## src/rtl/busfab_pkg.sv

```systemverilog
// Shared types and constants for the two-master bus fabric.
package busfab_pkg;

  typedef enum logic [1:0] {
    ST_IDLE,
    ST_ACCESS,
    ST_RESP
  } state_e;

  localparam int DATA_W = 32;
  localparam int STRB_W = 4;

  localparam logic [DATA_W-1:0] ERR_RDATA = 32'h0;

  function automatic logic [3:0] wait_slice(input logic [31:0] waits, input int unsigned k);
    return waits[4*k +: 4];
  endfunction

endpackage

```

## src/rtl/busfab_arb.sv

```systemverilog
// Fixed-priority two-way arbiter: master 0 wins, master 1 gated by its run enable.
module busfab_arb (
  input  logic clk,
  input  logic reset,
  input  logic idle_i,
  input  logic m0_valid_i,
  input  logic m1_valid_i,
  input  logic m1_en_i,
  output logic gnt_stb_o,
  output logic gnt_id_d_o,
  output logic gnt_id_o
);

  logic gnt_id_q;

  // A grant is only issued from IDLE, so the latched id stays locked until the fabric returns there.
  assign gnt_stb_o  = idle_i & (m0_valid_i | (m1_valid_i & m1_en_i));
  assign gnt_id_d_o = ~m0_valid_i;
  assign gnt_id_o   = gnt_id_q;

  always_ff @(posedge clk) begin
    if (reset) begin
      gnt_id_q <= 1'b0;
    end else if (gnt_stb_o) begin
      gnt_id_q <= gnt_id_d_o;
    end
  end

endmodule

```

## src/rtl/bus_fabric.sv

```systemverilog
// Two-master, N-slave bus interconnect with region decode, wait states and stall.
// Optional stall timeout is enabled by defining BUSFAB_TIMEOUT_EN.
module bus_fabric
  import busfab_pkg::*;
#(
  parameter int unsigned N_SLAVES    = 4,
  parameter int unsigned SEL_LO      = 16,
  parameter int unsigned SEL_W       = 2,
  parameter logic [31:0] WAIT_CYCLES = 32'h0000,
  parameter int unsigned TIMEOUT     = 255
) (
  input  logic                       clk,
  input  logic                       reset,
  input  logic                       m0_valid,
  input  logic [31:0]                m0_addr,
  input  logic [31:0]                m0_wdata,
  input  logic [3:0]                 m0_wstrb,
  output logic                       m0_ready,
  output logic [31:0]                m0_rdata,
  output logic                       m0_err,
  input  logic                       m1_en,
  input  logic                       m1_valid,
  input  logic [31:0]                m1_addr,
  input  logic [31:0]                m1_wdata,
  input  logic [3:0]                 m1_wstrb,
  output logic                       m1_ready,
  output logic [31:0]                m1_rdata,
  output logic                       m1_err,
  output logic [N_SLAVES-1:0]        s_sel,
  output logic [31:0]                s_addr,
  output logic [31:0]                s_wdata,
  output logic [3:0]                 s_wstrb,
  input  logic [N_SLAVES*DATA_W-1:0] s_rdata,
  input  logic [N_SLAVES-1:0]        s_stall
);

  state_e              state_q;
  logic [SEL_W-1:0]    reg_q;
  logic [3:0]          cnt_q;
  logic [N_SLAVES-1:0] s_sel_q;
  logic [31:0]         s_addr_q, s_wdata_q;
  logic [STRB_W-1:0]   s_wstrb_q;
  logic                m0_ready_q, m1_ready_q, m0_err_q, m1_err_q;
  logic [DATA_W-1:0]   m0_rdata_q, m1_rdata_q;

  logic                gnt_stb, gnt_id_d, gnt_id_q;
  logic [31:0]         gnt_addr, gnt_wdata;
  logic [STRB_W-1:0]   gnt_wstrb;
  logic [SEL_W-1:0]    r_d;
  logic                mapped;
  logic [N_SLAVES-1:0] sel_d;
  logic [DATA_W-1:0]   rd_sel;
  logic                stall_cur, timeout_hit, resp_go, resp_id, resp_err;
  logic [DATA_W-1:0]   resp_data;

  busfab_arb u_arb (
    .clk        (clk),
    .reset      (reset),
    .idle_i     (state_q == ST_IDLE),
    .m0_valid_i (m0_valid),
    .m1_valid_i (m1_valid),
    .m1_en_i    (m1_en),
    .gnt_stb_o  (gnt_stb),
    .gnt_id_d_o (gnt_id_d),
    .gnt_id_o   (gnt_id_q)
  );

  assign gnt_addr  = gnt_id_d ? m1_addr  : m0_addr;
  assign gnt_wdata = gnt_id_d ? m1_wdata : m0_wdata;
  assign gnt_wstrb = gnt_id_d ? m1_wstrb : m0_wstrb;
  assign r_d       = gnt_addr[SEL_LO +: SEL_W];
  assign mapped    = 32'(r_d) < N_SLAVES;

  always_comb begin
    sel_d = '0;
    for (int k = 0; k < int'(N_SLAVES); k++) begin
      sel_d[k] = (32'(r_d) == 32'(k));
    end
  end

  assign rd_sel    = s_rdata[32'(reg_q)*DATA_W +: DATA_W];
  assign stall_cur = s_stall[reg_q];

`ifdef BUSFAB_TIMEOUT_EN
  logic [15:0] stall_q;
  assign timeout_hit = stall_cur && (32'(stall_q) >= TIMEOUT - 1);
`else
  assign timeout_hit = 1'b0;
`endif

  // The response is loaded in the cycle before RESP so ready, rdata and err are registered outputs.
  assign resp_go = ((state_q == ST_IDLE) && gnt_stb && !mapped) ||
                   ((state_q == ST_ACCESS) && (cnt_q == 4'd0) && (!stall_cur || timeout_hit));
  assign resp_id = (state_q == ST_IDLE) ? gnt_id_d : gnt_id_q;

  always_comb begin
    resp_err  = 1'b1;
    resp_data = ERR_RDATA;
    if ((state_q == ST_ACCESS) && !timeout_hit) begin
      resp_err  = 1'b0;
      resp_data = (|s_wstrb_q) ? '0 : rd_sel;
    end
  end

  always_ff @(posedge clk) begin
    if (reset) begin
      state_q    <= ST_IDLE;
      reg_q      <= '0;
      cnt_q      <= '0;
      s_sel_q    <= '0;
      s_addr_q   <= '0;
      s_wdata_q  <= '0;
      s_wstrb_q  <= '0;
      m0_ready_q <= 1'b0;
      m1_ready_q <= 1'b0;
      m0_err_q   <= 1'b0;
      m1_err_q   <= 1'b0;
      m0_rdata_q <= '0;
      m1_rdata_q <= '0;
`ifdef BUSFAB_TIMEOUT_EN
      stall_q    <= '0;
`endif
    end else begin
      case (state_q)
        ST_IDLE: begin
          if (gnt_stb) begin
            s_addr_q  <= gnt_addr;
            s_wdata_q <= gnt_wdata;
            s_wstrb_q <= gnt_wstrb;
            reg_q     <= r_d;
            if (mapped) begin
              state_q <= ST_ACCESS;
              cnt_q   <= wait_slice(WAIT_CYCLES, 32'(r_d));
              s_sel_q <= sel_d;
            end else begin
              state_q <= ST_RESP;
            end
          end
        end
        ST_ACCESS: begin
          if (cnt_q != 4'd0) begin
            cnt_q <= cnt_q - 4'd1;
          end else if (resp_go) begin
            state_q <= ST_RESP;
            s_sel_q <= '0;
          end
        end
        ST_RESP: state_q <= ST_IDLE;
        default: state_q <= ST_IDLE;
      endcase

`ifdef BUSFAB_TIMEOUT_EN
      if ((state_q == ST_ACCESS) && (cnt_q == 4'd0) && stall_cur && !timeout_hit) begin
        stall_q <= stall_q + 16'd1;
      end else if ((state_q != ST_ACCESS) || resp_go) begin
        stall_q <= '0;
      end
`endif

      if (resp_go) begin
        m0_ready_q <= ~resp_id;
        m1_ready_q <= resp_id;
        m0_err_q   <= ~resp_id & resp_err;
        m1_err_q   <= resp_id & resp_err;
        m0_rdata_q <= resp_id ? '0 : resp_data;
        m1_rdata_q <= resp_id ? resp_data : '0;
      end else if (state_q == ST_RESP) begin
        m0_ready_q <= 1'b0;
        m1_ready_q <= 1'b0;
        m0_err_q   <= 1'b0;
        m1_err_q   <= 1'b0;
        m0_rdata_q <= '0;
        m1_rdata_q <= '0;
      end
    end
  end

  assign m0_ready = m0_ready_q;
  assign m1_ready = m1_ready_q;
  assign m0_err   = m0_err_q;
  assign m1_err   = m1_err_q;
  assign m0_rdata = m0_rdata_q;
  assign m1_rdata = m1_rdata_q;
  assign s_sel    = s_sel_q;
  assign s_addr   = s_addr_q;
  assign s_wdata  = s_wdata_q;
  assign s_wstrb  = s_wstrb_q;

endmodule

```

## config.mk

```make
export PLATFORM = sky130hd
export DESIGN_NAME = bus_fabric
export DESIGN_NICKNAME = d
export VERILOG_FILES = /design/src/rtl/busfab_pkg.sv /design/src/rtl/busfab_arb.sv /design/src/rtl/bus_fabric.sv
export SDC_FILE = /design/constraint.sdc
export NUM_CORES = 1
export LEC_CHECK = 0
export CAP_MARGIN = 5
export CORE_AREA = 3 3 161 163
export DETAILED_ROUTE_END_ITERATION = 6
export DIE_AREA = 0 0 164 166
export PLACE_DENSITY = 0.71
export SKIP_LAST_GASP = 1
export SLEW_MARGIN = 20
export SYNTH_ARGS = -nofsm -noshare
export SYNTH_HDL_FRONTEND = slang
export SYNTH_SLANG_ARGS = --single-unit
```

## constraint.sdc

```tcl
create_clock -name clk -period 3.85 [get_ports clk]
set_input_delay 0.77 -clock clk [delete_from_list [all_inputs] [get_ports clk]]
set_output_delay 0.77 -clock clk [all_outputs]
set_load 0.01 [all_outputs]
```

Word-level counts from Yosys, hierarchy flattened. Index checks and enable logic that the tools add are counted.

Bits in registers: 149. Input bits: 273. Output and inout bits: 140. Word-level logic and storage cells: 78.

Add/sub/neg operators: 1. Order comparisons: 1. Equality and inequality tests: 9. Shift operators: 2. Multiplexer cells: 30. Bitwise operators: 7. Reduce and logical (&&, ||, !) cells: 14.

Operator list (count): two-way mux 32 bit (9); indexed part select 128 x 8 -> 32 bit (1); indexed part select 32 x 5 -> 4 bit (first input constant) (1); two-way mux 4 bit (6); one-hot mux 4 bit (2 select lines) (2); two-way mux 1 bit (8); equality test 2 bit (second input constant) (3); two-way mux 2 bit (3); != test 2 bit (second input constant) (3); AND reduction 3 bit (2); AND 1 bit (4); equality test 2 x 1 -> 1 bit (second input constant) (2); logical NOT 2 bit (2); logical NOT 4 bit (1); one-hot mux 2 bit (2 select lines) (1); AND reduction 4 bit (1); nonzero test 2 bit (2); nonzero test 4 bit (1); OR reduction 4 bit (1); subtractor 4 x 1 -> 4 bit (second input constant) (1); less-than comparator 2 x 3 -> 1 bit (second input constant) (1); binary-select mux 1 bit (select 2 bit) (1); logical AND 1 bit (2); != test 2 x 1 -> 1 bit (second input constant) (1); other kinds (4) (5).

Longest topological paths before layout. Gate-level depths: netlist of the first run.

Word-level depth: 7. Mapped depth: 8.

Hierarchy. A second synthesis of the first run with hierarchy kept.

Cell total of the unflattened synthesis: 596. Area, all modules: 6527.5 um^2.

Modules (own cells, without submodules): bus_fabric (times used 1, cells an instance 590, area an instance 6478.7 um^2); busfab_arb (times used 1, cells an instance 6, area an instance 48.8 um^2).

Least setup slack after synthesis of the first run. Ideal clock, no wire load.

Path type: input to register. From: input port s_stall[3]. To: register m0_rdata_q[10] (netlist: m0_rdata[10]). Arrival time: 1.942 ns. Data required time: 3.722 ns. Path slack: 1.780 ns. Cell stages on the path: 6. Buffers on the path: 2. Cells stage by stage: mux4_2 > o311a_1 > buf_6 > buf_6 > nand2_1 > o21ai_1.

Word-level cells in the longest chain between the ends: 5. Elaborated cells on any way between the ends: 6.

Ends and longest elaborated chain: from (decl) (RTL line bus_fabric.sv:34) `input logic [N_SLAVES-1:0] s_stall`; binary-select mux 1 bit (select 2 bit) (*) (RTL line bus_fabric.sv:82) `assign stall_cur = s_stall[reg_q];`; two-way mux 1 bit (not written as such) (*) (RTL line bus_fabric.sv:82); logical NOT 1 bit (*) (RTL line bus_fabric.sv:93) `((state_q == ST_ACCESS) && (cnt_q == 4'd0) && (!stall_cur || timeout_hit));`; logical AND 1 bit (*) (RTL line bus_fabric.sv:93); two-way mux 32 bit / nonzero test 2 bit (equally long branches); to (signal assigned) (RTL line bus_fabric.sv:165) `m0_rdata_q <= resp_id ? '0 : resp_data;`; to (decl) (RTL line bus_fabric.sv:44) `logic [DATA_W-1:0] m0_rdata_q, m1_rdata_q;`.

Mark *: on every way between the ends. The rest lies on a longest branch, timed or not. The select of a mux whose other input is x is not followed. A chain may end at the register's enable or synchronous reset.

Worst setup path after layout of the first run.
From: register s_addr_q[17] (netlist: s_addr[17]). To: output port s_addr[17].

RTL lines: from (decl) (RTL line bus_fabric.sv:41) `logic [31:0] s_addr_q, s_wdata_q;`; from (signal assigned) (RTL line bus_fabric.sv:127) `s_addr_q <= gnt_addr;`; to (decl) (RTL line bus_fabric.sv:30) `output logic [31:0] s_addr,`.

No word-level cell between the ends.

==> results by group, run 1 <==
Placement
  – Count of input and output buffers: 412
  – Final GP Congestion: 0.741
  – Half-perimeter wire length after detailed placement: 18.0 mm
  – Standard cell area after detailed placement: 10800 sq um
  – Placed Cells: 1351

Floorplanning
  – Die Outline Area: 27200 sq um
  – Die Span Y: 166 um
  – Initial Utilization: 26.4%
  – Placeable Area: 24500 sq um
  – Count of standard-cell rows: 57
  – Die width: 164 um
  – Number of primary I/O pins: 413

Route
  – Routed met3 length: 2.20 mm
  – Number of detailed-routing iterations run before antenna repair: 4
  – Met1 Routed Length: 8.84 mm
  – Met2 Wirelength: 11.5 mm
  – Highest routed layer: met4
  – 1st-iter DRT viols: 249
  – Average wire length per cell after detail routing: 16.4 um
  – Mean number of vias per cell: 4.58
  – Remaining routing DRC violations: 0
  – Via count: 6339
  – Wire length after detailed routing: 22.7 mm
  – Remaining antenna violation count after routing: 0

Min path
  – Min-Delay Path Depth: 2
  – Hold Crit Class: flip-flop to flip-flop

Timing
  – RSZ-0062 raised after global routing: false
  – Peak Freq: 362 MHz
  – Final hold violation count: 0
  – Final setup violation count: 0
  – Post-layout min period: 2.76 ns
  – Max Clock Skew: 0.0145 ns
  – Total negative slack: 0 ns
  – Max Slew Vio Count: 0
  – Transition time at the pin with the least slew margin: 0.707 ns
  – Period utilization: 71.7%
  – Slew headroom: 52.9%

Synthesis
  – Synth Cell Area: 6460 sq um
  – Number of register bits inferred by synthesis: 147
  – Synthesized Nets: 936
  – Synth unique cells: 34
  – Share of Yosys cell area claimed by the top area cell type: 45.5%
  – Number of warnings issued by yosys: 0
  – Synth area leaders: dfxtp_1 (46%), mux4_2 (11%), mux2i_1 (11%), a211oi_1 (8.0%), nand2_1 (5.8%)
  – Largest area contributor in the synthesized netlist: dfxtp_1
  – Proportion of synthesized chip area in sequential cells: 45.5%
  – Post-Syn Instances: 661
  – Syn avg cell area: 9.78 sq um

Clock tree
  – Clock sinks: 147
  – Clock latency on the worst-skew pair: 0.42 ns
  – Post-CTS Setup Bufs: 0
  – Cells resized by post-CTS repair: 0
  – Clock-pin slew on the worst setup and hold paths: 0.07 ns
  – CTS Hold Buffers Added: 0
  – Number of buffers created by CTS: 17
  – Clock root buffer master: clkbuf_16
  – CTS tree: done
  – Worst-case clock buffer depth: 2
  – Level count of the clock H-tree: 4

Cells and area
  – Antenna Diode Count: 0
  – Proportion of layout cells with a drive suffix above 1: 8.03%
  – Non-Filler Instances: 1383
  – Design Area, Final: 11400 sq um
  – Net count of the finished layout: 1321
  – Layout overhead on the synthesized area: 76.2%

Global routing
  – Global-route wire length before repair: 34.0 mm
  – Number of antenna violations at the first check in global routing: 0
  – Maximum number of pins on one net before global-route repair: 67
  – Vias in the first global route: 6299
  – GRT overflow: 0
  – Aggregate global-route resource usage: 15.8%

Power and ir drop
  – Total leakage power: 4.13 nW
  – Worst vdd ir: 0.000203 V
  – Total power per unit cell area: 392 nW/um^2

Setup path
  – Required time at the worst-slack endpoint: 3.08 ns
  – Endpoint class of the critical path: output pin
  – Critical path peak fanout: 25
  – Critical path start-end classification: flip-flop to output pin
  – Worst Path Arrival: 1.99 ns
  – Crit start category: flip-flop
  – Length in cells of the worst reg-to-reg path: 6

Run
  – Max-cap viol count: 0

Status
  – Status: finished clean
-- final cells by class --
cell class,count,area [sq um]
inverters,4,15.0
fillers,2360,13100
clock inverters,14,120
well taps,324,405
multi-input cells,452,3240
flip-flops and latches,147,2950
clock buffers,18,429
repair buffers,424,4230
-- worst max-delay path, cell delays in order (launching register included) --
cell and delay [ns]:
dfxtp_2 0.55, buf_4 0.42, clkdlybuf4s50_1 0.62
-- metrics by stage --
step / power, mW / util [%] / hold WS (ns) / worst slack, ns
2_1_floorplan: 2.32 / - / 0.438 / 1.78
3_3_place_gp: 2.93 / 44.3 / 0.432 / 0.930
3_5_place_dp: 2.95 / 44.3 / 0.438 / 1.13
4_1_cts: 4.53 / 46.6 / 0.447 / 1.02
5_1_grt: 4.68 / 46.6 / 0.464 / 0.982
6_report: 4.46 / 46.6 / 0.443 / 1.09
-- cell usage in the layout (no fill, tap or decap), drive strengths merged, types with 3 or more instances in the layout --
cell	n
a21oi	8
nor2	73
nand2	100
nor3	3
dfxtp	147
o21ai	64
nand3	7
and2	3
clkbuf	18
clkdlybuf4s50	410
mux4	33
clkinvlp	3
buf	14
nand2b	4
clkinv	4
mux2i	70
a211oi	69
inv	11
-- per-layer routing --
| metal | vias up | GRT usage, % |
|---|---|---|
| met1 | 2897 | 17.5 |
| met4 | 0 | 2.91 |
| met5 | - | 0 |
| li1 | 3152 | - |
| met2 | 279 | 28.7 |
| met3 | 11 | 6.01 |
-- synth_stat cells, drive strengths merged --
cell,instances
nand2,100
inv,4
o211ai,1
a21o,1
and2,3
o21ai,64
a22oi,1
or3b,1
or4,1
mux4,33
mux2i,70
nor4,1
xnor2,1
a22o,1
a211oi,69
a21oi,8
clkbuf,33
nor2,73
nand3,7
o311a,1
nand2b,4
nor3,3
a31oi,1
nand3b,2
ha,2
nor2b,1
or3,2
buf,25
nand4b,1
dfxtp,147
-- power breakdown --
part	total (mW)	internal (mW)	leakage (nW)	switching, mW
clock network	1.56	0.846	0.262	0.716
logic	1.19	0.676	2.67	0.512
registers	1.71	1.64	1.20	0.0707
-- final timing paths --
kind,start,to,slack (ns)
setup / recovery,s_addr[17]$_SDFFE_PP0P_,s_addr[17],1.09
hold reg to reg,m0_rdata[22]$_SDFFE_PP0P_,m0_rdata[22]$_SDFFE_PP0P_,0.44
hold / removal,m0_rdata[22]$_SDFFE_PP0P_,m0_rdata[22]$_SDFFE_PP0P_,0.44
setup reg to reg,cnt_q[0]$_SDFFE_PP0P_,m1_rdata[15]$_SDFFE_PP0P_,1.71
-- flip-flops by register name (all words and copies together) (netlist names) --
register,cells
m0_rdata,32
m1_rdata,32
s_wdata,32
s_addr,31
cnt_q,4
s_sel,4
s_wstrb,4
state_q,2
m0_err,1
m0_ready,1
m1_err,1
m1_ready,1
reg_q,1
u_arb.gnt_id_o,1
-- cell families (layout without fill, tap and decap cells) --
logic type / after synthesis / count (layout) / synth area share (%)
simple gates: 199 / 199 / 12.7
buf+inv: 62 / 460 / 4.63
flops: 147 / 147 / 45.5
xor+xnor: 1 / 1 / 0.136
mux: 103 / 103 / 22.3
compound gates: 147 / 147 / 14.3
fa+ha+maj: 2 / 2 / 0.387
(Power assumes the default switching activity.)
==> run 2: changes to the inputs <==
--- a/config.mk
+++ b/config.mk
@@ -6,10 +6,10 @@
 export NUM_CORES = 1
 export LEC_CHECK = 0
 export CAP_MARGIN = 5
-export CORE_AREA = 3 3 161 163
+export CORE_AREA = 3 3 157 159
 export DETAILED_ROUTE_END_ITERATION = 6
-export DIE_AREA = 0 0 164 166
-export PLACE_DENSITY = 0.71
+export DIE_AREA = 0 0 160 162
+export PLACE_DENSITY = 0.76
 export SKIP_LAST_GASP = 1
 export SLEW_MARGIN = 20
 export SYNTH_ARGS = -nofsm -noshare
==> constraint.sdc (replaced) <==
create_clock -name clk -period 2.5 [get_ports clk]
set_input_delay 0.5 -clock clk [delete_from_list [all_inputs] [get_ports clk]]
set_output_delay 0.5 -clock clk [all_outputs]
set_load 0.01 [all_outputs]
==> run 2 against run 1 <==
Net effect: clock skew down 0.0052 ns; count of clock-buffer cells in the layout unchanged; register-to-register slack got worse by 1.3 ns; final area up 1.4%; sequential cell count is the same; die area down 4.8%; via count increased by 1.2%.
==> results by group, run 2 (synthesized netlist as in run 1, its figures left out) <==
Route
  – Wire length after detailed routing: 23.2 mm (+1.9%)
  – Remaining antenna violation count after routing: 0 (unchanged)
  – Average wire length per cell after detail routing: 16.8 um (+2.1%)
  – 1st-iter DRT viols: 241 (-3.2%)
  – Via count: 6415 (+1.2%)
  – Number of detailed-routing iterations run before antenna repair: 4 (unchanged)
  – Mean number of vias per cell: 4.65 (+1.3%)
  – Remaining routing DRC violations: 0 (unchanged)

Power and ir drop
  – Total leakage power: 4.22 nW (+2.0%)
  – Worst vdd ir: 0.000362 V (+79%)
  – Total power draw: 7.37 mW (+65%)
  – Total power per unit cell area: 638 nW/um^2 (+63%)

Min path
  – Start point of the worst hold path: m0_valid
  – Min-Delay Path Depth: 2 (unchanged)
  – Hold Crit Class: input pin to flip-flop

Placement
  – Placed Cells: 1350 (-0.074%)
  – Final GP Congestion: 0.794 (+7.2%)
  – Count of input and output buffers: 412 (unchanged)
  – Half-perimeter wire length after detailed placement: 18.3 mm (+1.7%)

Run
  – Max-cap viol count: 0 (unchanged)

Floorplanning
  – Number of primary I/O pins: 413 (unchanged)
  – Initial Utilization: 27.6% (+1.2 points)
  – Placeable Area: 23400 sq um (-4.3%)
  – Die width: 160 um (-2.4%)
  – Count of standard-cell rows: 56 (-1.8%)
  – Die Span Y: 162 um (-2.4%)
  – Die Outline Area: 25900 sq um (-4.8%)

Cells and area
  – Layout overhead on the synthesized area: 78.7%
  – Net count of the finished layout: 1325 (+0.30%)
  – Antenna Diode Count: 0 (unchanged)
  – Commonest non-fill, non-tap cells in the layout: clkdlybuf4s50_1 (410), dfxtp_1 (145), nand2_1 (100), nor2_1 (73), mux2i_1 (70)
  – Proportion of layout cells with a drive suffix above 1: 8.38% (+0.35 points)
  – Most common cell after layout, fill and taps aside: clkdlybuf4s50_1
  – Footprint of the flip-flops and latches: 2950 sq um (unchanged)
  – Count of fill cells added during filler insertion: 2197 (-6.9%)
  – Non-Filler Instances: 1381 (-0.14%)
  – Multi-input combinational cell area: 3230 sq um (-0.31%)
  – Utilization after layout: 49.4% (+2.8 points)

Clock tree
  – Level count of the clock H-tree: 4 (unchanged)
  – Cells resized by post-CTS repair: 0 (unchanged)
  – Post-CTS Setup Bufs: 0 (unchanged)
  – Number of buffers created by CTS: 17 (unchanged)
  – Clock root buffer master: clkbuf_16
  – Clock sinks: 147 (unchanged)
  – CTS Hold Buffers Added: 0 (unchanged)
  – CTS tree: done
  – Clock latency on the worst-skew pair: 0.41 ns (about the same)
  – Worst-case clock buffer depth: 2 (unchanged)
  – Clock-pin slew on the worst setup and hold paths: 0.06 ns (about the same)

Setup path
  – Startpoint of the worst setup timing path: reg_q[0]$_SDFFE_PP0P_
  – Crit start category: flip-flop
  – Required time at the worst-slack endpoint: 2.00 ns (-1.08 ns)
  – Reg-to-Reg Start: cnt_q[0]$_SDFFE_PP0P_
  – Endpoint class of the critical path: output pin
  – Worst Path Arrival: 1.67 ns (-0.32 ns)
  – Critical path peak fanout: 34 (+36%)
  – Length in cells of the worst reg-to-reg path: 7 (+1)
  – Critical path start-end classification: flip-flop to output pin

Timing
  – RSZ-0062 raised after global routing: false
  – Final hold violation count: 0 (unchanged)
  – Max Clock Skew: 0.00925 ns (-0.00520 ns)
  – Total negative slack: 0 ns (unchanged)
  – Peak Freq: 462 MHz
  – Max Slew Vio Count: 0 (unchanged)
  – Slew headroom: 54.7% (+1.8 points)
  – Period utilization: 86.6%
  – Hold slack final: 0.410 ns (-0.0327 ns)
  – Post-layout min period: 2.17 ns
  – Transition time at the pin with the least slew margin: 0.661 ns (-0.0461 ns)
  – Final setup violation count: 0 (unchanged)

Global routing
  – Vias in the first global route: 6413 (+1.8%)
  – Number of antenna violations at the first check in global routing: 1 (+1)
  – GRT overflow: 0 (unchanged)
  – Global-route wire length before repair: 35.2 mm (+3.5%)
  – Maximum number of pins on one net before global-route repair: 73 (+9.0%)
  – Aggregate global-route resource usage: 17.1% (+1.4 points)

Status
  – Status: finished clean
[run 2: path summary, 6_finish.rpt]
path	to	slack (ns)
setup reg to reg	m1_rdata[31]$_SDFFE_PP0P_	0.43
setup / recovery	s_addr[16]	0.33
hold / removal	u_arb.gnt_id_o$_SDFFE_PP0P_	0.41
hold reg to reg	m0_rdata[19]$_SDFFE_PP0P_	0.44
[run 2: cell type report]
| type | instances | area share, % |
|---|---|---|
| clock inverters | 13 | 1.91 |
| repair buffers | 428 | 37.2 |
| flip-flops and latches | 147 | 25.5 |
| inverters | 4 | 0.130 |
| clock buffers | 18 | 3.80 |
| well taps | 319 | 3.46 |
| multi-input cells | 452 | 28.0 |
[run 2: routing by layer]
layer	part of all wire (%)	wire, um	global-route usage [%]	up-vias
li1	-	-	-	3151
met1	39	9130	19.3	2948
met3	8.5	1970	5.81	26
met2	50	11700	30.9	288
met5	0.056	13	0	-
met4	1.6	374	4.50	2
[run 2: stage by stage]
| step | area (sq um) | setup slack [ns] |
|---|---|---|
| after floorplan | 6460 | 0.625 |
| after global placement | 10900 | 0.189 |
| after detailed placement | 10900 | 0.140 |
| after CTS | 11500 | 0.294 |
| after global routing | 11500 | 0.234 |
| final | 11500 | 0.334 |
[run 2: power by group]
part           total (mW)  internal, mW  switching [mW]  leakage (nW)
registers            2.63          2.53          0.0982          1.20
logic                1.86          1.06           0.801          2.70
clock network        2.88          1.82            1.06         0.316
[run 2: critical path, stage by stage (launching register included)]
cell	delay (ns)
dfxtp_2	0.37
buf_12	0.26
clkdlybuf4s50_1	0.60
